File: config.mk
export PLATFORM = sky130hd
export DESIGN_NAME = dmem_port_adapter
export DESIGN_NICKNAME = d
export VERILOG_FILES = /design/src/rtl/dmem_port_adapter_pkg.sv /design/src/rtl/dmem_lane_align.sv /design/src/rtl/dmem_port_adapter.sv
export SDC_FILE = /design/constraint.sdc
export NUM_CORES = 1
export LEC_CHECK = 0
export ABC_AREA = 1
export CAP_MARGIN = 20
export CORE_ASPECT_RATIO = 1.5
export CORE_MARGIN = 4
export CORE_UTILIZATION = 47
export DETAILED_ROUTE_END_ITERATION = 12
export PLACE_DENSITY_LB_ADDON = 0.3
export SYNTH_ARGS = -nofsm -noshare
export SYNTH_HDL_FRONTEND = slang
export SYNTH_HIERARCHICAL = 1
export SYNTH_SLANG_ARGS = --single-unit
File: constraint.sdc
create_clock -name clk -period 1.8 [get_ports clk]
set_input_delay 0.27 -clock clk [delete_from_list [all_inputs] [get_ports clk]]
set_output_delay 0.27 -clock clk [all_outputs]
set_load 0.01 [all_outputs]
File: src/rtl/dmem_port_adapter_pkg.sv
// rtl/dmem_port_adapter_pkg.sv - memory function/type encodings and adapter FSM states
package dmem_port_adapter_pkg;

    typedef enum logic [1:0] {
        M_X   = 2'd0,
        M_XRD = 2'd1,
        M_XWR = 2'd2
    } t_m;

    typedef enum logic [2:0] {
        MT_X  = 3'd0,
        MT_B  = 3'd1,
        MT_H  = 3'd2,
        MT_W  = 3'd3,
        MT_BU = 3'd4,
        MT_HU = 3'd5,
        MT_WU = 3'd6
    } t_mt;

    typedef enum logic [1:0] {
        IDLE,
        ISSUE,
        WAIT,
        RESP
    } t_dmem_state;

endpackage

File: src/rtl/dmem_lane_align.sv
// rtl/dmem_lane_align.sv - byte-lane enables, store replication, misalign check and load extension
module dmem_lane_align
    import dmem_port_adapter_pkg::*;
(
    input  t_mt         req_typ,
    input  logic [1:0]  req_off,
    input  logic [31:0] st_data,
    input  t_mt         ld_typ,
    input  logic [1:0]  ld_off,
    input  logic [31:0] rdata,
    output logic [3:0]  be,
    output logic [31:0] wdata,
    output logic        misalign,
    output logic [31:0] ld_data
);

    logic [31:0] shifted;

    always_comb begin
        be       = 4'b1111;
        wdata    = st_data;
        misalign = 1'b0;
        case (req_typ)
            MT_B, MT_BU: begin
                be    = 4'b0001 << req_off;
                wdata = {4{st_data[7:0]}};
            end
            MT_H, MT_HU: begin
                be       = 4'b0011 << req_off;
                wdata    = {2{st_data[15:0]}};
                misalign = req_off[0];
            end
            MT_W, MT_WU: misalign = (req_off != 2'b00);
            default: ;
        endcase
    end

    assign shifted = rdata >> {ld_off, 3'b000};

    always_comb begin
        ld_data = shifted;
        case (ld_typ)
            MT_B:  ld_data = {{24{shifted[7]}}, shifted[7:0]};
            MT_BU: ld_data = {24'b0, shifted[7:0]};
            MT_H:  ld_data = {{16{shifted[15]}}, shifted[15:0]};
            MT_HU: ld_data = {16'b0, shifted[15:0]};
            default: ;
        endcase
    end

endmodule

File: src/rtl/dmem_port_adapter.sv
// rtl/dmem_port_adapter.sv - single-outstanding dmem request responder onto a byte-enabled word SRAM
module dmem_port_adapter
    import dmem_port_adapter_pkg::*;
#(
    parameter int MEM_AW      = 14,
    parameter int MEM_LATENCY = 1
) (
    input  logic              clk,
    input  logic              rst,
    input  logic              req_valid,
    input  logic [31:0]       req_addr,
    input  logic [31:0]       req_data,
    input  t_m                req_fcn,
    input  t_mt               req_typ,
    output logic              resp_valid,
    output logic [31:0]       resp_data,
    output logic              resp_misalign,
    output logic              mem_req,
    input  logic              mem_gnt,
    output logic              mem_we,
    output logic [3:0]        mem_be,
    output logic [MEM_AW-1:0] mem_addr,
    output logic [31:0]       mem_wdata,
    input  logic [31:0]       mem_rdata
);

    localparam int CW = (MEM_LATENCY > 1) ? $clog2(MEM_LATENCY) : 1;

    t_dmem_state       state_q, state_d;
    logic              load_req, capture;
    logic [MEM_AW-1:0] addr_q;
    logic [3:0]        be_q;
    logic [31:0]       wdata_q;
    logic              we_q;
    t_mt               typ_q;
    logic [1:0]        off_q;
    logic [CW-1:0]     cnt_q;
    logic [31:0]       resp_data_q;
    logic              resp_mis_q;
    logic [3:0]        be_c;
    logic [31:0]       wdata_c, ld_data;
    logic              misalign_c;
    logic              unused_addr_bits;

    assign unused_addr_bits = ^req_addr[31:MEM_AW+2];

    dmem_lane_align u_align (
        .req_typ  (req_typ),
        .req_off  (req_addr[1:0]),
        .st_data  (req_data),
        .ld_typ   (typ_q),
        .ld_off   (off_q),
        .rdata    (mem_rdata),
        .be       (be_c),
        .wdata    (wdata_c),
        .misalign (misalign_c),
        .ld_data  (ld_data)
    );

    always_ff @(posedge clk) begin
        if (rst) state_q <= IDLE;
        else     state_q <= state_d;
    end

    always_comb begin
        state_d  = state_q;
        load_req = 1'b0;
        capture  = 1'b0;
        case (state_q)
            IDLE: if (req_valid) begin
                if (req_typ == MT_X || misalign_c) begin
                    state_d = RESP;
                end else begin
                    state_d  = ISSUE;
                    load_req = 1'b1;
                end
            end
            ISSUE: if (mem_gnt) state_d = we_q ? RESP : WAIT;
            WAIT: if (cnt_q == '0) begin
                state_d = RESP;
                capture = 1'b1;
            end
            RESP:    state_d = IDLE;
            default: state_d = IDLE;
        endcase
    end

    // Response registers are cleared on acceptance so fences, stores and misaligns return 0.
    always_ff @(posedge clk) begin
        if (rst) begin
            addr_q      <= '0;
            be_q        <= '0;
            wdata_q     <= '0;
            we_q        <= 1'b0;
            typ_q       <= MT_X;
            off_q       <= '0;
            cnt_q       <= '0;
            resp_data_q <= '0;
            resp_mis_q  <= 1'b0;
        end else begin
            if (load_req) begin
                addr_q  <= req_addr[MEM_AW+1:2];
                be_q    <= be_c;
                wdata_q <= wdata_c;
                we_q    <= (req_fcn == M_XWR);
                typ_q   <= req_typ;
                off_q   <= req_addr[1:0];
            end
            if (state_q == IDLE && req_valid) begin
                resp_data_q <= '0;
                resp_mis_q  <= (req_typ != MT_X) && misalign_c;
            end
            if (capture) resp_data_q <= ld_data;
            if (state_q == ISSUE && mem_gnt)
                cnt_q <= CW'(MEM_LATENCY - 1);
            else if (state_q == WAIT && cnt_q != '0)
                cnt_q <= cnt_q - 1'b1;
        end
    end

    assign resp_valid    = (state_q == RESP);
    assign resp_data     = resp_valid ? resp_data_q : '0;
    assign resp_misalign = resp_valid && resp_mis_q;
    assign mem_req       = (state_q == ISSUE);
    assign mem_we        = mem_req && we_q;
    assign mem_be        = be_q;
    assign mem_addr      = addr_q;
    assign mem_wdata     = wdata_q;

endmodule

# After elaboration in Yosys (flattened, before gate mapping)
# Index checks and enable logic that the tools add are counted.
[classes]
addsub = 1
mul = 0
div_mod_pow = 0
magnitude_cmp = 0
n_eq_ne = 17
n_shift = 3
muxes = 18
bitwise_logic = 0
n_reduce_logical = 17
[op_table]
columns = ["operator", "count"]
rows = [
  ["$pmux 32 s4", 1],
  ["$mux 32", 3],
  ["$pmux 32 s2", 1],
  ["$shr 32x5->32", 1],
  ["$eq 3x3->1 const B", 5],
  ["$eq 3x2->1 const B", 3],
  ["$mux 2", 4],
  ["$pmux 2 s4", 1],
  ["$pmux 4 s2", 1],
  ["$reduce_or 2->1", 4],
  ["$eq 2x2->1 const B", 3],
  ["$eq 3x1->1 const B", 2],
  ["$logic_and 1x1->1", 6],
  ["$mux 1", 6],
  ["$ne 2x2->1 const B", 2],
  ["$reduce_bool 2->1", 2],
  ["$shl 1x2->4 const A", 1],
  ["$shl 2x2->4 const A", 1],
  ["$logic_not 3->1", 1],
  ["$reduce_and 3->1", 1],
  ["$reduce_bool 3->1", 1],
  ["$eq 2x1->1 const B", 1],
  ["$logic_not 2->1", 1],
  ["$ne 2x1->1 const B", 1],
  ["3 further kinds", 3],
]
[word_totals]
regBits = 92
latch_bits = 0
ram_bits = 0
romBits = 0
in_bits = 105
output_inout_bits = 86
wordCells = 66
mem_count = 0

# Depth between registers and ports, before layout
[depth]
word_depth = 7
ltp_mapped = 13
mapped_depth_nobuf = 10

# Cells and area by module
# The synthesis kept the hierarchy.
[modules_own_cells]
columns = ["module", "instances", "cells_each", "area_each_um2"]
rows = [
  ["dmem_port_adapter", 1, 627, 4116.4],
  ["dmem_lane_align", 1, 327, 1534.0],
]

# Least setup slack after synthesis
# No wires, ideal clock.
[synth_timing]
kind = "input to register"
start = "input req_typ[1]"
end = "register wdata_q[11], in the netlist mem_wdata[11]"
setup_ns = 0.112
t_arrival_ns = 1.576
t_required_ns = 1.688
path_slack_ns = 0.113
path_stages = 12
path_cell_list = "inv_2 -> nand2_4 -> nand2_4 -> buf_4 -> o22ai_1 -> inv_1 -> nand3_2 -> buf_6 -> buf_6 -> buf_8 -> nor2_2 -> nor2_1"
[synth_between]
elab_chain_cells = 7
[synth_rtl]
columns = ["element", "line_no", "text"]
rows = [
  ["start, declared", "dmem_port_adapter.sv:14", "input t_mt req_typ,"],
  ["$eq 3x2->1 or $eq 3x3->1 (tied branches)", "dmem_lane_align.sv:23", "case (req_typ)"],
  ["$reduce_or 2->1", "dmem_lane_align.sv:23", ""],
  ["$pmux 1 s2 *", "dmem_lane_align.sv:23", ""],
  ["net misalign_c", "dmem_port_adapter.sv:42", "logic misalign_c;"],
  ["$logic_or 1x1->1 *", "dmem_port_adapter.sv:71", "if (req_typ == MT_X || misalign_c) begin"],
  ["$mux 1 *", "dmem_port_adapter.sv:71", ""],
  ["$mux 1 *", "dmem_port_adapter.sv:70", "IDLE: if (req_valid) begin"],
  ["$mux 1 *", "dmem_port_adapter.sv:69", "case (state_q)"],
  ["end signal, assigned", "dmem_port_adapter.sv:104", "wdata_q <= wdata_c;"],
  ["end, declared", "dmem_port_adapter.sv:33", "logic [31:0] wdata_q;"],
]
# Mark *: on every way through the listed nets, which the timed path passes. The rest lies on a longest branch.
# A chain may end at the register's enable or synchronous reset.

# Worst setup path after layout
[layout_timing]
start = "register state_q[1]"
end = "output resp_data[22]"
[layout_between]
elab_chain_cells = 2
[layout_rtl]
columns = ["element", "line_no", "text"]
rows = [
  ["start, declared", "dmem_port_adapter.sv:29", "t_dmem_state state_q, state_d;"],
  ["start signal, assigned", "dmem_port_adapter.sv:62", "else state_q <= state_d;"],
  ["$eq 2x2->1", "dmem_port_adapter.sv:121", "assign resp_valid = (state_q == RESP);"],
  ["$mux 32", "dmem_port_adapter.sv:122", "assign resp_data = resp_valid ? resp_data_q : '0;"],
  ["end, declared", "dmem_port_adapter.sv:16", "output logic [31:0] resp_data,"],
]
# No other way between the ends.

==> run summary <==
CTS tree: built
Placed Cells incl. Taps: 1255
Wirelength per Cell: 13.5 um
DRC viols: 0
Clock transition at path regs: 0.07 ns
Rows: 48
Post-synth top area share: 32.6%
DP HPWL: 12000 um
Post-synth top flop: dfxtp_1
GRT met1 Usage: 24.2%
GRT overflow: 0
Worst path cell trace: ha_4 -> buf_4 -> buf_16 -> nand2_1 -> inv_1 -> clkdlybuf4s15_1
Reg2reg setup slack: 0.11 ns
Synth area leader: dfxtp_1
Nets: 1239
Met3 Usage GRT: 5.54%
Clk_lat worst skew: 0.34 ns
Req. time, crit path: 1.53 ns
Worst slew pin tran: 0.407 ns
DR vias/cell: 4.95
Fraction of registers with async set/reset: 0%
Critical path's largest stage delay: 0.36 ns
Power Density: 1100 mW/mm2
Total CTS buffers: 9
Xor-xnor portion of the synthesized cell area: 0%
Outcome: completed
GRT Util Overall: 23.0%
Die area: 0.0139 mm2
CP endpoint kind: output port
Max VDD drop: 0.687 mV
Leak: 0.00433 uW
Fill cell count: 1055
Unique masters post-synth: 26
Setup crit start kind: register
Crit path max-delay cell type: dfxtp_2
Ys Warns: 6
Via count: 6358
Post-synth top cells: nand2_1, inv_1, nand3_1
Die Height: 142 um
Post-synthesis adder-cell area fraction: 1.11%
Initial Util: 48.5%
Largest net degree at the start of global routing: 37
Post-synthesis simple-gate area fraction: 44.7%
IO Count: 191
Share of cells above drive strength 1: 11.1%
Place WS: -0.220 ns
Max-cap check violation count: 0
Final worst path period share: 96.7%
Synth Area per Inst: 5.92 um2
First-pass GRT wire length: 26500 um
CP max FO: 16
Tmin final: 1.74 ns
Routed WL: 17300 um
Die width: 97.5 um
Most numerous cell in the Yosys netlist: nand2_1
Total core area: 0.0117 mm2
ANT nets after route: 0
P&R area growth vs syn: 43.4%
Fin cells: 1284
Seq cells post-synth: 92
Post-synthesis compound-gate area fraction: 4.94%
Hold_buf cts: 0
Number of synthesized flops with an enable pin: 0
Slew headroom: 72.8%
Most Crowded Layer GR: met2
Vias in the first global route: 5683
Port-buffer cells: 174
Total power: 8880 uW
Iter 0 DRT Violations: 384
GP Congestion: 0.913
Post-Syn Instances: 954
Synthesized area: 0.00565 mm2
M2 GR Usage: 43.2%
Fmax: 0.574 GHz
Hold Path Class: reg -> reg
Htree depth: 3
N_diodes: 0
Clock Skew: 0.00456 ns
Dominant cells by area after synthesis: dfxtp_1, nand2_1, nand3_1
Fin. max-slew vios: 0
Number of clock sinks: 92
Initial antenna violation count: 0
Synthesized net count: 1064
Drt first pass iters: 6
Crit path setup slack, layout: 0.0589 ns
Root buf cell: clkbuf_16
Final Hold Vio Count: 0
Seq/Total Area, Yosys: 32.6%
Arrival @ worst endpoint: 1.47 ns
Final setup vio count: 0
Unrepaired setup endpoints after global routing: true
CTS max path bufs: 2
Post-synthesis mux area share: 0%
Largest family of logic cells by synthesized area: simple AND/OR/NAND/NOR gates
Critical path class: reg -> out
## timing repair
item	CTS	global route
buffers inserted	2	0
gates resized for setup	51	26
gates cloned	1	10
pin swaps	1	1
endpoints found under the setup margin	36	45
## layout make-up
class / count / area, um2 / area share [%]
Clock buffer: 11 / 243 / 3.00
Clock inverter: 5 / 61.3 / 0.757
Inverter: 142 / 541 / 6.67
Multi-Input combinational cell: 655 / 2930 / 36.1
Sequential cell: 92 / 1850 / 22.8
Tap cell: 150 / 188 / 2.32
Timing Repair Buffer: 229 / 2300 / 28.3
## cell usage in the layout, fill, tap and decap left out, types with 4 or more instances in the layout
| master | netlist | final |
|---|---|---|
| nor2_1 | 122 | 118 |
| dfxtp_1 | 92 | 89 |
| buf_4 | 15 | 37 |
| clkbuf_16 | 0 | 13 |
| clkbuf_2 | 0 | 10 |
| clkdlybuf4s50_1 | 0 | 138 |
| buf_6 | 8 | 4 |
| nand4_1 | 13 | 13 |
| clkdlybuf4s15_1 | 0 | 5 |
| inv_2 | 8 | 8 |
| buf_12 | 0 | 9 |
| a21oi_1 | 43 | 43 |
| nand2_2 | 6 | 6 |
| nor2_2 | 11 | 15 |
| nand2_1 | 308 | 308 |
| inv_1 | 133 | 132 |
| dlygate4sd2_1 | 0 | 21 |
| a22oi_1 | 7 | 7 |
| nand3_1 | 127 | 127 |
## kinds of logic after synthesis
kind of cell,after synthesis
flops,92
compound gates,52
buf+inv,209
simple gates,596
fa+ha+maj,5
## metrics by stage
stage / hold WS [ns] / instance area (um2) / utilization [%] / setup TNS [ns]
floorplan: 0.362 / 5650 / - / 0
global placement: 0.465 / 7620 / 65.4 / -9.88
detailed placement: 0.470 / 7620 / 65.4 / -10.46
CTS: 0.480 / 7950 / 68.3 / 0
global route: 0.500 / 8100 / 69.5 / -0.0150
finish: 0.478 / 8100 / 69.5 / 0
## final timing paths
check | start | end | cells after the start
max | state_q[1] | resp_data[22] | 6
min | resp_data_q[17] | resp_data_q[17] | 2
max reg2reg | state_q[1] | mem_wdata[24] | 10
min reg2reg | resp_data_q[17] | resp_data_q[17] | 2
## routing by layer
layer | vias to the layer above | part of all wire (%)
met2 | 234 | 52
met3 | 38 | 7.3
li1 | 3246 | -
met5 | - | 0
met4 | 0 | 3.5
met1 | 2840 | 37
## power by group
part | internal (uW) | switching, uW
clock network | 1120 | 824
registers | 2480 | 255
logic | 1890 | 2320
## critical path, delay by kind of cell, from the launching register on
family	cells	cell delay (ns)
DFF	1	0.36
and+or+nand+nor	1	0.06
buffers and inverters	4	0.54
adders and majority gates	1	0.16
## flip-flops by register name, summed over array words and instances, names as in the netlist
signal and flops:
state_q 2, mem_wdata 32, typ_q 3, resp_data_q 32
mem_addr 14, mem_be 4, off_q 2, resp_mis_q 1
we_q 1, cnt_q 1
No activity file was read; power rests on OpenSTA's default activity.
